## config.mk

```make
export PLATFORM = sky130hd
export DESIGN_NAME = stage_controller
export DESIGN_NICKNAME = d
export VERILOG_FILES = /design/src/rtl/stage_controller.sv
export SDC_FILE = /design/constraint.sdc
export NUM_CORES = 1
export LEC_CHECK = 0
export CORE_UTILIZATION = 35
export CTS_CLUSTER_SIZE = 16
export DETAILED_ROUTE_END_ITERATION = 10
export HOLD_SLACK_MARGIN = 0.06
export PLACE_DENSITY = 0.73
export SLEW_MARGIN = 25
export SYNTH_ARGS = -nofsm -noshare
export SYNTH_HDL_FRONTEND = slang
export SYNTH_SLANG_ARGS = --single-unit
```

## constraint.sdc

```tcl
create_clock -name clk -period 2.3 [get_ports clk]
set_clock_uncertainty 0.2 [all_clocks]
set_input_delay 0.46 -clock clk [delete_from_list [all_inputs] [get_ports clk]]
set_output_delay 0.46 -clock clk [all_outputs]
set_load 0.1 [all_outputs]
```

## src/rtl/stage_controller.sv

```systemverilog
// Multi-cycle stage sequencer: FETCH, REG_READ, EXECUTE, MEMORY, WRITEBACK, with a terminal HALTED state.
// Five cycles per instruction at minimum; FETCH and MEMORY (for loads/stores) stall while mem_ready is low.
module stage_controller #(
  parameter logic [31:0] RESET_PC    = 32'h0000_0000,
  parameter logic [4:0]  INSTR_LOAD  = 5'd1,
  parameter logic [4:0]  INSTR_STORE = 5'd2,
  parameter logic [4:0]  INSTR_HALT  = 5'd31
) (
  input  logic        clk,
  input  logic        rst,
  input  logic        mem_ready,
  input  logic [31:0] mem_read_data,
  input  logic [4:0]  current_instr_type,
  input  logic        branch_taken,
  input  logic [31:0] branch_target,
  output logic [2:0]  stage,
  output logic [31:0] PC_value,
  output logic [31:0] instr_reg,
  output logic        instr_retired,
  output logic        halted
);

  typedef enum logic [2:0] {
    INSTR_FETCH = 3'd0,
    REG_READ    = 3'd1,
    EXECUTE     = 3'd2,
    MEMORY      = 3'd3,
    WRITEBACK   = 3'd4,
    HALTED      = 3'd5
  } stage_e;

  stage_e      stage_q, stage_d;
  logic [31:0] pc_q, pc_d;
  logic [31:0] instr_q, instr_d;
  logic        retired_q, retired_d;
  logic        is_mem_op;
  logic [31:0] pc_next;
  logic        unused_target_bits;

  // Branch targets are forced word-aligned, so the low bits are never consumed.
  assign unused_target_bits = ^branch_target[1:0];

  assign is_mem_op = (current_instr_type == INSTR_LOAD) ||
                     (current_instr_type == INSTR_STORE);
  assign pc_next   = branch_taken ? {branch_target[31:2], 2'b00} : (pc_q + 32'd4);

  always_comb begin
    stage_d   = stage_q;
    pc_d      = pc_q;
    instr_d   = instr_q;
    retired_d = 1'b0;
    case (stage_q)
      INSTR_FETCH: begin
        if (mem_ready) begin
          instr_d = mem_read_data;
          stage_d = REG_READ;
        end
      end
      REG_READ: stage_d = EXECUTE;
      EXECUTE: begin
        if (current_instr_type == INSTR_HALT) begin
          stage_d = HALTED;
        end else begin
          stage_d = MEMORY;
        end
      end
      MEMORY: begin
        if (!is_mem_op || mem_ready) begin
          stage_d = WRITEBACK;
        end
      end
      WRITEBACK: begin
        pc_d      = pc_next;
        retired_d = 1'b1;
        stage_d   = INSTR_FETCH;
      end
      HALTED: stage_d = HALTED;
      // Encodings 6/7 are unreachable but recover to fetch without touching the PC.
      default: stage_d = INSTR_FETCH;
    endcase
  end

  always_ff @(posedge clk or posedge rst) begin
    if (rst) begin
      stage_q   <= INSTR_FETCH;
      pc_q      <= RESET_PC;
      instr_q   <= 32'd0;
      retired_q <= 1'b0;
    end else begin
      stage_q   <= stage_d;
      pc_q      <= pc_d;
      instr_q   <= instr_d;
      retired_q <= retired_d;
    end
  end

  assign stage         = stage_q;
  assign PC_value      = pc_q;
  assign instr_reg     = instr_q;
  assign instr_retired = retired_q;
  assign halted        = (stage_q == HALTED);

endmodule

```

==> qor_table.md <==
| Parameter | Value |
|:---|:---|
| Cell accounting for the most synthesized area | sky130_fd_sc_hd__dfrtp_1 |
| Die area | 10,220 um^2 |
| Category of the critical setup timing path | flop to flop |
| Count of hold-fix buffers inserted at cts | 0 |
| Minimum clock period after layout | 2.090 ns |
| Number of clock sinks seen by CTS | 66 |
| Wire length reported by the detailed router | 9977 um |
| CTS tree | built |
| Element type at the critical path start | flop |
| Clock Root Buffer | sky130_fd_sc_hd__clkbuf_8 |
| Aggregate global routing overflow | 0 |
| Area contributors post-synth | sky130_fd_sc_hd__dfrtp_1, sky130_fd_sc_hd__mux2_2, sky130_fd_sc_hd__o21ai_0 |
| Share of cell area taken by muxes after synthesis | 11.06% |
| Floorplan die width | 101.1 um |
| Timing-limited maximum frequency | 0.4785 GHz |
| I/O pins | 142 |
| Flip-flop count of the largest register, all copies and words added | 32 |
| Number of buffers inserted by post-CTS setup repair | 0 |
| Ratio of cells with drive above 1 in the final layout | 34.08% |
| Initial detailed-routing violation count | 135 |
| Final routed wire length divided by cell count | 16.12 um |
| Internal reg-to-reg setup slack | 0.21 ns |
| Number of placed cells counting well taps | 603 |
| Synth Warn # | 0 |
| Depth of the worst register-to-register path | 4 |
| Type of destination of the critical path | flop |
| Post-Synthesis Mean Instance Area | 10.05 um^2 |
| Hold path cells | 1 |
| Outcome | finished clean |
| Total Neg Setup Slack | 0 ns |
| Clock latency on the worst-skew pair | 0.33 ns |
| Initial cell density of the core | 36.69% |
| Part of the Yosys area used for sequential elements | 48.03% |
| Clock Path Buffers | 2 |
| Synthesized flop and latch total | 66 |
| Share of flip-flops with an asynchronous set or reset after synthesis | 100.0% |
| Std cell rows | 35 |
| Cts bufs inserted | 9 |
| Total routing resource utilization after global routing | 19.80% |
| Final net count | 559 |
| Area share of the leading cell type in the synthesized netlist | 48.03% |
| Start point of the critical path | PC_value[7] |
| Number of hold violations in the final report | 0 |
| Final setup violating endpoints | 0 |
| Detailed Place HPWL | 7287 um |
| Unrepaired setup endpoints after global routing | no |
| Predominant post-synthesis flop cell | sky130_fd_sc_hd__dfrtp_1 |
| Remaining antenna violation count after routing | 0 |
| Crit path DAT | 2.14 ns |
| Number of gates resized after cts | 0 |
| Core footprint | 9371 um^2 |
| Vias per inst | 5.338 |
| Die Y | 101.1 um |
| Via count of the first global-routing pass | 3,189 |
| Beginning of the worst hold path | instr_reg[31] |
| TritonRoute pass-1 iters | 4 |
| # DRC | 0 |
| First-pass GRT wire length | 15,840 um |
| Detailed-route via count | 3,304 |
| Final core utilization | 55.94% |
| Combinational family with the most area after synthesis | simple AND/OR/NAND/NOR gates |
| Count of flip-flops with a built-in enable after synthesis | 0 |
| CTS clock-pin slew for the worst setup and hold paths | 0.08 ns |
| Synth-to-layout area growth | 52.47% |
| Area share of fa/ha/maj cells after synthesis | 0.3639% |
| Number of levels the H-tree was split into | 3 |
| Antenna diodes | 0 |
| Reg2Reg Capture Point | PC_value[25] |
| Origin of the critical flop-to-flop path | PC_value[7] |
| Compound-gate portion of the synthesized area | 17.69% |
| Endpoint required time on the critical path | 2.35 ns |
| Number of max-slew violations in the final report | 0 |
| Final Wtd Congestion | 0.8162 |
| Final cell count without fillers | 619 |
| Fraction of the mapped netlist area in simple logic gates | 18.34% |
| Post-synthesis xor/xnor area fraction | 0.2547% |
| Count of buffers from port buffering | 137 |
| Final hold slack | 0.2859 ns |
| Post-Syn Instances | 342 |
| Period utilization | 90.86% |
| Pin count of the biggest net entering global routing | 45 |
| Area of the mapped netlist | 3438 um^2 |
| Max-cap viol count | 0 |
| Crit-path max FO | 8 |
| Number of different library cells in the post-synthesis netlist | 58 |
| Worst min path class | flop to flop |
| Initial antenna violation count | 0 |
| CP endpoint | PC_value[25] |
-- routing by layer --
| layer | wire length (um) | track usage, % | vias up | part of all wire [%] |
|---|---|---|---|---|
| li1 | - | - | 1580 | - |
| met1 | 4350 | 26.72 | 1602 | 44 |
| met2 | 5019 | 32.29 | 106 | 50 |
| met3 | 404 | 2.427 | 16 | 4.0 |
| met4 | 201 | 8.138 | 0 | 2.0 |
| met5 | 0 | 0 | - | 0 |
-- cell usage in the layout, fill, tap and decap left out, types with 5 or more instances in the layout --
cell                               n
sky130_fd_sc_hd__inv_1             5
sky130_fd_sc_hd__and4_1            8
sky130_fd_sc_hd__nor2_1           20
sky130_fd_sc_hd__a21oi_1          17
sky130_fd_sc_hd__dfrtp_1          42
sky130_fd_sc_hd__dfrtp_4           7
sky130_fd_sc_hd__buf_12            8
sky130_fd_sc_hd__and3_1            7
sky130_fd_sc_hd__a211oi_1          9
sky130_fd_sc_hd__a311oi_1          5
sky130_fd_sc_hd__nand4_1           6
sky130_fd_sc_hd__buf_4            80
sky130_fd_sc_hd__or3_1             9
sky130_fd_sc_hd__mux2_2           29
sky130_fd_sc_hd__nor3_1            6
sky130_fd_sc_hd__dfrtp_2          17
sky130_fd_sc_hd__nand3_1          18
sky130_fd_sc_hd__o21ai_0          23
sky130_fd_sc_hd__nand2_1          22
sky130_fd_sc_hd__clkdlybuf4s50_1  70
sky130_fd_sc_hd__clkbuf_8         10
-- cells in the mapped netlist, types with 2 or more instances --
master                     instances
sky130_fd_sc_hd__nand4_1           6
sky130_fd_sc_hd__a211oi_1          9
sky130_fd_sc_hd__o21ai_0          23
sky130_fd_sc_hd__nand2_1          22
sky130_fd_sc_hd__and3_1            7
sky130_fd_sc_hd__and4_1            8
sky130_fd_sc_hd__a311oi_1          5
sky130_fd_sc_hd__nor4b_1           2
sky130_fd_sc_hd__nor3_1            6
sky130_fd_sc_hd__mux2_1            3
sky130_fd_sc_hd__o31ai_1           2
sky130_fd_sc_hd__or4_1             2
sky130_fd_sc_hd__a41o_1            3
sky130_fd_sc_hd__o22ai_1           4
sky130_fd_sc_hd__inv_1             6
sky130_fd_sc_hd__a31oi_1           4
sky130_fd_sc_hd__a21o_1            2
sky130_fd_sc_hd__mux2_2           29
sky130_fd_sc_hd__dfrtp_1          66
sky130_fd_sc_hd__and2_1            2
sky130_fd_sc_hd__a21oi_1          17
sky130_fd_sc_hd__a32oi_1           2
sky130_fd_sc_hd__or3_1             9
sky130_fd_sc_hd__o311a_1           2
sky130_fd_sc_hd__nor4_1            4
sky130_fd_sc_hd__buf_2             6
sky130_fd_sc_hd__nor2_1           21
sky130_fd_sc_hd__nand3_1          18
sky130_fd_sc_hd__mux2i_1           2
sky130_fd_sc_hd__o211ai_1          3
sky130_fd_sc_hd__buf_4             2
sky130_fd_sc_hd__clkbuf_1         15
sky130_fd_sc_hd__buf_1             4
sky130_fd_sc_hd__o21a_1            2
-- cell families (layout without fill, tap and decap cells) --
| logic type | Yosys count | after routing |
|---|---|---|
| muxes | 34 | 34 |
| buffers and inverters | 34 | 181 |
| and+or+nand+nor | 115 | 115 |
| other | 1 | 2 |
| xor gates and xnor gates | 1 | 1 |
| DFF | 66 | 66 |
| AOI/OAI and AO/OA | 90 | 90 |
| adders and majority gates | 1 | 1 |
-- stage by stage --
step | instance area [um^2] | worst slack, ns
floorplan | 3511 | 0.001233
global placement | 5016 | 0.06170
finish | 5243 | 0.2103
CTS | 5243 | 0.2245
detailed placement | 5016 | 0.01567
global route | 5243 | 0.1246
-- critical path: stages, from the launching register on --
cell,delay [ns]
sky130_fd_sc_hd__dfrtp_4,0.46
sky130_fd_sc_hd__nand3_1,0.17
sky130_fd_sc_hd__or4_4,0.60
sky130_fd_sc_hd__o41a_1,0.39
sky130_fd_sc_hd__nor3_2,0.18
-- layout make-up --
cell class	count	area, um^2
Clock buffer	10	137.6
Clock inverter	6	88.84
Fill cell	861	4129
Inverter	7	30.03
Multi-Input combinational cell	243	1664
Sequential cell	66	1699
Tap cell	129	161.4
Timing Repair Buffer	158	1461
-- how the worst min path moves through the flow --
stage | endpoint | slack [ns]
after CTS | instr_reg[31] | 0.29
after global routing | instr_reg[23] | 0.31
final | instr_reg[31] | 0.29
after floorplan | instr_reg[19] | 0.39
after global placement | instr_reg[23] | 0.27
after detailed placement | instr_reg[31] | 0.28
Power is not shown: default switching activity piles up to over one toggle a cycle in this logic, so the estimate is an artifact.
